### src/rtl/sa_pkg.sv
// Shared systolic-array types: element/row types, array defaults and the collector read-FSM states.
package sa_pkg;

    localparam int SA_WIDTH = 16;
    localparam int SA_SIZE  = 4;

    typedef logic [SA_WIDTH-1:0]               elem_t;
    typedef logic [SA_SIZE-1:0][SA_WIDTH-1:0]  row_t;

    typedef enum logic {
        IDLE    = 1'b0,
        PRESENT = 1'b1
    } state_t;

endpackage : sa_pkg

### src/rtl/sa_col_wptr.sv
// Per-column write pointer for the collector: tracks (bank,row), rejects writes into occupied slots.
module sa_col_wptr
    import sa_pkg::*;
#(
    parameter  int SIZE = SA_SIZE,
    localparam int RW   = (SIZE > 1) ? $clog2(SIZE) : 1
) (
    input  logic            clk,
    input  logic            rst_n,
    input  logic            i_clr,
    input  logic            i_vld,
    input  logic [SIZE-1:0] i_full_b0,
    input  logic [SIZE-1:0] i_full_b1,
    output logic            o_we,
    output logic            o_drop,
    output logic [RW-1:0]   o_wr_row,
    output logic            o_wr_bank
);

    localparam logic [RW-1:0] LAST_ROW = RW'(SIZE - 1);

    logic [RW-1:0] row_q, row_d;
    logic          bank_q, bank_d;
    logic          tgt_full_s;

    // Occupancy check of the target slot and pointer advance on an accepted write.
    always_comb begin
        tgt_full_s = bank_q ? i_full_b1[row_q] : i_full_b0[row_q];
        o_we       = i_vld & ~tgt_full_s;
        o_drop     = i_vld & tgt_full_s;
        row_d      = row_q;
        bank_d     = bank_q;
        if (o_we) begin
            if (row_q == LAST_ROW) begin
                row_d  = {RW{1'b0}};
                bank_d = ~bank_q;
            end else begin
                row_d  = row_q + RW'(1);
                bank_d = bank_q;
            end
        end else begin
            row_d  = row_q;
            bank_d = bank_q;
        end
    end

    // Pointer registers.
    always_ff @(posedge clk or negedge rst_n) begin
        if (!rst_n) begin
            row_q  <= {RW{1'b0}};
            bank_q <= 1'b0;
        end else if (i_clr) begin
            row_q  <= {RW{1'b0}};
            bank_q <= 1'b0;
        end else begin
            row_q  <= row_d;
            bank_q <= bank_d;
        end
    end

    assign o_wr_row  = row_q;
    assign o_wr_bank = bank_q;

endmodule : sa_col_wptr

### src/rtl/sa_collector.sv
// De-skews per-column systolic C outputs into whole rows (2-bank buffer) and streams them out.
// Optional build macro SA_COLLECT_RELU_EN applies ReLU on the output path only.
module sa_collector
    import sa_pkg::*;
#(
    parameter  int WIDTH = SA_WIDTH,
    parameter  int SIZE  = SA_SIZE,
    localparam int RW    = (SIZE > 1) ? $clog2(SIZE) : 1
) (
    input  logic                  clk,
    input  logic                  rst_n,
    input  logic                  i_clr,
    input  logic [SIZE-1:0]       i_c_vld,
    input  logic [SIZE*WIDTH-1:0] i_c_rows,
    output logic                  o_row_vld,
    input  logic                  i_row_rdy,
    output logic [SIZE*WIDTH-1:0] o_row,
    output logic [RW-1:0]         o_row_idx,
    output logic                  o_last,
    output logic                  o_ovf
);

    localparam logic [RW-1:0] LAST_ROW = RW'(SIZE - 1);

    logic [WIDTH-1:0]                 mem_q [2][SIZE][SIZE];
    logic [1:0][SIZE-1:0][SIZE-1:0]   full_q, full_d;

    logic [SIZE-1:0] we_s;
    logic [SIZE-1:0] drop_s;
    logic [RW-1:0]   wr_row_s [SIZE];
    logic [SIZE-1:0] wr_bank_s;

    state_t                state_q, state_d;
    logic [RW-1:0]         rd_row_q, rd_row_d;
    logic                  rd_bank_q, rd_bank_d;
    logic                  hs_s, load_s;
    logic [RW-1:0]         ld_row_s;
    logic                  ld_bank_s;
    logic [RW-1:0]         nxt_row_s;
    logic                  nxt_bank_s;
    logic                  cur_cmp_s, nxt_cmp_s;

    logic [SIZE*WIDTH-1:0] row_q, row_d;
    logic [RW-1:0]         idx_q, idx_d;
    logic                  last_q, last_d;
    logic                  ovf_q, ovf_d;
    logic [WIDTH-1:0]      elem_s;

    for (genvar j = 0; j < SIZE; j++) begin : g_col
        logic [SIZE-1:0] full_b0_s;
        logic [SIZE-1:0] full_b1_s;

        for (genvar r = 0; r < SIZE; r++) begin : g_row
            assign full_b0_s[r] = full_q[0][r][j];
            assign full_b1_s[r] = full_q[1][r][j];
        end

        sa_col_wptr #(.SIZE(SIZE)) u_wptr (
            .clk       (clk),
            .rst_n     (rst_n),
            .i_clr     (i_clr),
            .i_vld     (i_c_vld[j]),
            .i_full_b0 (full_b0_s),
            .i_full_b1 (full_b1_s),
            .o_we      (we_s[j]),
            .o_drop    (drop_s[j]),
            .o_wr_row  (wr_row_s[j]),
            .o_wr_bank (wr_bank_s[j])
        );
    end

    // Element storage; validity is tracked by full_q, so the array itself needs no reset.
    always_ff @(posedge clk) begin
        for (int j = 0; j < SIZE; j++) begin
            if (we_s[j]) begin
                mem_q[wr_bank_s[j]][wr_row_s[j]][j] <= i_c_rows[j*WIDTH +: WIDTH];
            end
        end
    end

    // Occupancy update: accepted writes set bits, a read handshake clears its whole row.
    always_comb begin
        full_d = full_q;
        for (int j = 0; j < SIZE; j++) begin
            full_d[wr_bank_s[j]][wr_row_s[j]][j] = full_d[wr_bank_s[j]][wr_row_s[j]][j] | we_s[j];
        end
        full_d[rd_bank_q][rd_row_q] = hs_s ? {SIZE{1'b0}} : full_d[rd_bank_q][rd_row_q];
    end

    assign nxt_row_s  = (rd_row_q == LAST_ROW) ? {RW{1'b0}} : rd_row_q + RW'(1);
    assign nxt_bank_s = (rd_row_q == LAST_ROW) ? ~rd_bank_q : rd_bank_q;
    assign cur_cmp_s  = &full_q[rd_bank_q][rd_row_q];
    assign nxt_cmp_s  = &full_q[nxt_bank_s][nxt_row_s];

    // Read FSM: present a row once complete, advance on handshake, chain if the next is ready.
    always_comb begin
        state_d   = state_q;
        rd_row_d  = rd_row_q;
        rd_bank_d = rd_bank_q;
        hs_s      = 1'b0;
        load_s    = 1'b0;
        ld_row_s  = rd_row_q;
        ld_bank_s = rd_bank_q;
        case (state_q)
            IDLE: begin
                if (cur_cmp_s) begin
                    state_d = PRESENT;
                    load_s  = 1'b1;
                end else begin
                    state_d = IDLE;
                end
            end
            PRESENT: begin
                hs_s = i_row_rdy;
                if (i_row_rdy) begin
                    rd_row_d  = nxt_row_s;
                    rd_bank_d = nxt_bank_s;
                    ld_row_s  = nxt_row_s;
                    ld_bank_s = nxt_bank_s;
                    if (nxt_cmp_s) begin
                        state_d = PRESENT;
                        load_s  = 1'b1;
                    end else begin
                        state_d = IDLE;
                    end
                end else begin
                    state_d = PRESENT;
                end
            end
            default: begin
                state_d = IDLE;
            end
        endcase
    end

    // Output row register: loaded when a row becomes presented, zeroed when nothing is.
    always_comb begin
        row_d  = row_q;
        idx_d  = idx_q;
        last_d = last_q;
        elem_s = {WIDTH{1'b0}};
        if (load_s) begin
            for (int j = 0; j < SIZE; j++) begin
                elem_s = mem_q[ld_bank_s][ld_row_s][j];
`ifdef SA_COLLECT_RELU_EN
                row_d[j*WIDTH +: WIDTH] = elem_s[WIDTH-1] ? {WIDTH{1'b0}} : elem_s;
`else
                row_d[j*WIDTH +: WIDTH] = elem_s;
`endif
            end
            idx_d  = ld_row_s;
            last_d = (ld_row_s == LAST_ROW);
        end else if (hs_s) begin
            row_d  = {(SIZE*WIDTH){1'b0}};
            idx_d  = {RW{1'b0}};
            last_d = 1'b0;
        end else begin
            row_d  = row_q;
            idx_d  = idx_q;
            last_d = last_q;
        end
        ovf_d = ovf_q | (|drop_s);
    end

    // Control and output registers.
    always_ff @(posedge clk or negedge rst_n) begin
        if (!rst_n) begin
            full_q    <= '0;
            state_q   <= IDLE;
            rd_row_q  <= {RW{1'b0}};
            rd_bank_q <= 1'b0;
            row_q     <= {(SIZE*WIDTH){1'b0}};
            idx_q     <= {RW{1'b0}};
            last_q    <= 1'b0;
            ovf_q     <= 1'b0;
        end else if (i_clr) begin
            full_q    <= '0;
            state_q   <= IDLE;
            rd_row_q  <= {RW{1'b0}};
            rd_bank_q <= 1'b0;
            row_q     <= {(SIZE*WIDTH){1'b0}};
            idx_q     <= {RW{1'b0}};
            last_q    <= 1'b0;
            ovf_q     <= 1'b0;
        end else begin
            full_q    <= full_d;
            state_q   <= state_d;
            rd_row_q  <= rd_row_d;
            rd_bank_q <= rd_bank_d;
            row_q     <= row_d;
            idx_q     <= idx_d;
            last_q    <= last_d;
            ovf_q     <= ovf_d;
        end
    end

    assign o_row_vld = (state_q == PRESENT);
    assign o_row     = row_q;
    assign o_row_idx = idx_q;
    assign o_last    = last_q;
    assign o_ovf     = ovf_q;

endmodule : sa_collector
### config.mk
export PLATFORM = sky130hd
export DESIGN_NAME = sa_collector
export DESIGN_NICKNAME = d
export VERILOG_FILES = /design/src/rtl/sa_pkg.sv /design/src/rtl/sa_col_wptr.sv /design/src/rtl/sa_collector.sv
export SDC_FILE = /design/constraint.sdc
export NUM_CORES = 1
export LEC_CHECK = 0
export CORE_ASPECT_RATIO = 1.5
export CORE_MARGIN = 3
export CORE_UTILIZATION = 60
export DETAILED_ROUTE_END_ITERATION = 6
export PLACE_DENSITY = 0.8
export SYNTH_ARGS = -nofsm -noshare
export SYNTH_HDL_FRONTEND = slang
export SYNTH_HIERARCHICAL = 1
export SYNTH_SLANG_ARGS = --single-unit
### constraint.sdc
create_clock -name clk -period 10.89 [get_ports clk]
set_clock_uncertainty 0.05 [all_clocks]
set_input_delay 2.178 -clock clk [delete_from_list [all_inputs] [get_ports clk]]
set_output_delay 2.178 -clock clk [all_outputs]
set_load 0.05 [all_outputs]
==> results of run 1 <==
-- synth_stat cells (all sizes together) (15+ instances only) --
master  count  area [um2]
a211oi    105       788.3
a221o      52       520.5
a22o       15       131.4
and3       51       319.1
buf        43       312.8
clkbuf     53       198.9
dfrtp     116        2903
edfxtp    512       15370
inv       219       822.0
mux2i      21       210.2
mux4      106        2387
nand2      27       101.4
nand2b     18       112.6
nor2       42       157.7
nor2b      19       118.9
nor3       25       125.1
o21ai      18       90.08
-- kinds of logic (layout without fill, tap and decap cells) --
| group | after synthesis | after routing |
|---|---|---|
| flops | 628 | 628 |
| buf+inv | 315 | 497 |
| other cells | 0 | 1 |
| mux | 135 | 135 |
| fa+ha+maj | 10 | 10 |
| compound gates | 267 | 267 |
| simple gates | 270 | 270 |
-- flip-flops by register name, summed over array words and instances, names as in the netlist --
name / count
full_q: 32
g_col.u_wptr/o_wr_bank: 4
g_col.u_wptr/o_wr_row: 8
mem_q: 512
o_last: 1
o_ovf: 1
o_row: 64
o_row_idx: 2
o_row_vld: 1
rd_bank_q: 1
rd_row_q: 2
-- power groups by stage --
stage / Sequential [W] / Clock (W) / Combinational (W)
2_1_floorplan: 0.00288 / 0 / 0.000356
3_3_place_gp: 0.00290 / 0 / 0.000536
3_5_place_dp: 0.00292 / 0 / 0.000554
4_1_cts: 0.00287 / 0.00197 / 0.000557
5_1_grt: 0.00288 / 0.00206 / 0.000595
6_report: 0.00287 / 0.00194 / 0.000554
-- path summary, 6_finish.rpt --
kind | start | to | slack (ps) | depth (start not counted)
worst max-delay path | i_row_rdy | o_row[43] | 4960 | 7
worst min-delay path | o_row_idx[1] | o_row_idx[1] | 430 | 1
worst max register to register | rd_row_q[0] | o_row[43] | 6070 | 8
worst min register to register | o_row_idx[1] | o_row_idx[1] | 430 | 1
max in group asynchronous | rst_n | o_row[10] | 8000 | 2
min in group asynchronous | rst_n | o_row[54] | 1630 | 1
-- cell type report --
class	instances	area, um2
antenna	1	2.502
clock buffer	82	1560
clock inverter	20	231.5
fill	2773	12950
inverter	219	822.0
multi-input combinational	682	6828
sequential	628	18280
tap	570	713.2
timing repair buffer	176	1670
-- per-layer routing --
layer | share of wire (%) | track usage (%) | vias up
met2 | 52 | 46.13 | 670
met1 | 37 | 33.84 | 7709
li1 | - | - | 6590
met5 | 0 | 0 | -
met4 | 3.5 | 10.13 | 0
met3 | 6.9 | 3.715 | 148
-- per-stage QoR --
step	hold slack, ps	utilization (%)	cells	instance area, um2
floorplan	469.2	-	1625	26230
global placement	412.1	65.76	2275	28310
detailed placement	418.4	65.76	2275	28310
CTS	437.6	69.92	2377	30100
global route	470.1	69.92	2378	30110
finish	434.4	69.92	2378	30110
==> impl_metrics.ini, run 1 <==
[die]
die_area_mm2 = 0.04631
die_w_um = 176.7
initial_core_util_pct = 60.92
rows = 93
ios = 141
core_mm2 = 0.04305
dieHeight_um = 262.1

[pwr]
total_power_w = 0.005362
peakVddDrop_v = 0.0001588
p_comb_share_pct = 10.3
seqPwrFrac_pct = 53.5
power_frac_clock_pct = 36.2
power_density_mw_per_mm2 = 178.1
power_switching_w = 0.001241
p_int_w = 0.004121
switching_share_pct = 23.15
leakage_nw = 10.97

[finish]
drive_gt1_share_pct = 14.67
final_common_cell = edfxtp_1
final_cell_mix = edfxtp_1 (512), inv_1 (219), clkdlybuf4s50_1 (138)
fin_nets = 1844
area_delta_synth_final_pct = 14.77

[drt]
ant_nets = 0
post_drt_wl_per_cell_um = 25.51
wirelength_um = 60660
vias = 15117
first_iter_violations = 1465
drc = 0
via_per_inst = 6.357
drt_first_pass_iters = 7

[global_routing]
grtUsageTotal_pct = 26.38
grt_max_degree = 87
antenna_found_initial = 1
grt_pass1_vias = 15863
grt_pass1_wl_um = 92430
grt-ovfl-total = 0

[synth]
synth_cell_types = 65
synthXorXnorAreaFrac_pct = 0
synth_edf_count = 512
synth_nets = 1707
syn_area_mm2 = 0.02623
synthFlopType = edfxtp_1
postSynthAreaPerCell_um2 = 16.14
synth_top_family_by_area = multiplexers
synthMuxAreaShare_pct = 10.30
ys_seq_elements = 628
yosys_warnings = 6
synth-async-reset-ratio_pct = 18.47
syn_inst = 1625
synth_compound_area_share_pct = 8.329
yosysSeqAreaShare_pct = 69.68
synth-simple-area-share_pct = 6.125
synthAdderAreaFrac_pct = 0.4770

[placement]
gp_congestion = 0.9317
io_buffers = 140
hpwl_um = 34850
place_ws_ps = 4420

[timing]
fmax_ghz = 0.1686
tns_ps = 0
period_share_pct = 54.46
drv_slew = 0
setup_viol = 0
setup_ws_ps = 4959
hold_viol_final = 0
rsz0062_at_grt = no
relSlewSlack_pct = 12.69
finalCriticalPeriod_ps = 5931
worstMarginPinSlew_ps = 1310

[clocking]
cts_hold_buffers = 0
htreeDepth = 2
clock_path_buffers = 3
cts_sinks = 628
clk_pin_slew_ps = 60
cts_resized = 0
cts_root_buf = clkbuf_16
post_cts_buffers = 0
clk_latency_ps = 580
cts_tree = done
cts_inserted_buffers = 55

[setup_path]
critPathRequiredTime_ps = 11340
worstPathCellList = clkdlybuf4s50_1 -> a21o_1 -> and2_4 -> buf_4 -> mux4_2 -> a211oi_1 -> a221o_1
path_buf_inv = 2
crit_type = in -> reg
crit_family = compound AO/OA/AOI/OAI gates
endpoint_kind = flop
worstPathArrival_ps = 6380
cp_max_fo = 53
cp_slowest_stage_delay_ps = 1050
critPathLaunchType = input pin
slowest_stage = a21o_1

[status]
status = complete, no violations

[flow_run]
cap_violations = 0

[min_path]
hold_class = reg -> reg
No activity file was read; power rests on OpenSTA's default activity.
==> run 2, diff against run 1 <==
Settings changed: CORE_UTILIZATION 60 to 54, PLACE_DENSITY 0.8 to 0.76.
Clock period 10.89 ns to 4.9 ns, I/O delays scaled along.
==> run 2 against run 1 <==
  * Worst hold slack got worse by 45 ps
  * Register-to-register slack got worse by 4500 ps
  * Sequential power increased by 120%
  * Power increased by 130%
  * Wire length increased by 2.0%
  * Design area increased by 1.5%
  * First-iteration DRC count decreased by 20%
  * Global-route usage decreased by 2.0 points
  * Critical endpoint is now full_q[8]
==> impl_metrics.ini, run 2 (synthesis gave the netlist of run 1 again) <==
[finish]
fin_nets = 1862
num-fill-cells = 3365
final_cell_mix = edfxtp_1 (512), inv_1 (219), clkdlybuf4s50_1 (138)
final_common_cell = edfxtp_1
largest_reg_flops = 512
drive_gt1_share_pct = 16.39
final_core_util_pct = 63.87
area_delta_synth_final_pct = 16.45
final_area_mm2 = 0.03054

[setup_path]
endpoint_kind = flop
crit_family = compound AO/OA/AOI/OAI gates
reg2regPathDepth = 9
worstPathCellList = mux2i_1 -> a22oi_2 -> a31oi_4 -> nand2_1 -> nor3_2 -> buf_4 -> o311a_1 -> o41ai_1 -> o21ai_0
r2r-end = full_q[8]
r2r_setup_slack_ps = 1590
slowest_stage = dfrtp_1
cp_max_fo = 18
critPathLaunchType = flop
cp_slowest_stage_delay_ps = 730
critPathRequiredTime_ps = 5270
crit_type = reg -> reg
path_buf_inv = 1
worstPathArrival_ps = 3680
r2r_start = g_col[0].u_wptr/o_wr_row[0]

[min_path]
hold_class = in -> async

[drt]
vias = 15252
drc = 0
ant_nets = 0
post_drt_wl_per_cell_um = 25.48
via_per_inst = 6.282
first_iter_violations = 1169
drt_first_pass_iters = 5
wirelength_um = 61860

[timing]
period_share_pct = 67.56
tns_ps = 0
whs_ps = 388.9
drv_slew = 0
finalCriticalPeriod_ps = 3310
worstMarginPinSlew_ps = 1041
rsz0062_at_grt = no
setup_viol = 0
fmax_ghz = 0.3021
hold_viol_final = 0
relSlewSlack_pct = 30.59

[status]
status = complete, no violations

[pwr]
p_comb_share_pct = 10.0
power_switching_w = 0.002821
p_int_w = 0.009483
switching_share_pct = 22.93
peakVddDrop_v = 0.0002969
seqPwrFrac_pct = 51.8
total_power_w = 0.01230
leakage_nw = 11.17
power_density_mw_per_mm2 = 402.8
power_frac_clock_pct = 38.2

[clocking]
cts_resized = 0
cts_tree = done
cts_sinks = 628
htreeDepth = 2
clk_pin_slew_ps = 70
cts_root_buf = clkbuf_16
post_cts_buffers = 0
cts_inserted_buffers = 55
clock_path_buffers = 3
clk_latency_ps = 590
cts_hold_buffers = 0

[placement]
placed_area_mm2 = 0.02855
io_buffers = 140
gp_congestion = 0.9448
hpwl_um = 36680

[die]
initial_core_util_pct = 54.85
core_mm2 = 0.04782
die_area_mm2 = 0.05131
die_w_um = 186.0
ios = 141
rows = 98
dieHeight_um = 275.9

[global_routing]
grt_pass1_wl_um = 94300
grt_max_degree = 71
grt-ovfl-total = 0
antenna_found_initial = 4
grtUsageTotal_pct = 24.35
grt_pass1_vias = 16205

[flow_run]
cap_violations = 0
## run 2: power groups by stage
stage	logic [W]	clock network, W	registers (W)
2_1_floorplan	0.000792	0	0.00640
3_3_place_gp	0.00120	0	0.00646
3_5_place_dp	0.00123	0	0.00648
4_1_cts	0.00124	0.00476	0.00637
5_1_grt	0.00133	0.00496	0.00640
6_report	0.00123	0.00470	0.00638
## run 2: metal layers
layer,vias to the layer above,GRT usage (%),wire [um]
met3,166,4.047,4031
met4,0,10.08,2428
met5,-,0,0
li1,6640,-,-
met2,618,42.38,32230
met1,7828,30.42,23170
## run 2: layout make-up
cell class / instances / area [um2] / share of cell area, %
Sequential cell: 628 / 18280 / 59.84
Multi-Input combinational cell: 682 / 6820 / 22.33
Timing Repair Buffer: 194 / 1881 / 6.157
Clock buffer: 69 / 1521 / 4.981
Inverter: 219 / 822.0 / 2.691
Tap cell: 600 / 750.7 / 2.458
Clock inverter: 32 / 461.7 / 1.512
Antenna cell: 4 / 10.01 / 0.03277
## run 2: worst max-delay path by stage
stage,start,to,slack (ps),cells past startpoint
2_1_floorplan,i_c_vld[2],full_q[22],680,7
3_3_place_gp,i_row_rdy,o_row[21],1180,7
3_5_place_dp,i_row_rdy,o_row[21],1050,7
4_1_cts,g_col[0].u_wptr/o_wr_row[0],full_q[8],1580,9
5_1_grt,g_col[0].u_wptr/o_wr_row[0],full_q[8],1390,9
6_report,g_col[0].u_wptr/o_wr_row[0],full_q[8],1590,9
## run 2: metrics by stage
| step | setup slack [ps] | std cells |
|---|---|---|
| 6_report | 1590 | 2428 |
| 4_1_cts | 1579 | 2424 |
| 3_3_place_gp | 1181 | 2323 |
| 2_1_floorplan | 680.2 | 1625 |
| 5_1_grt | 1386 | 2427 |
| 3_5_place_dp | 1054 | 2323 |
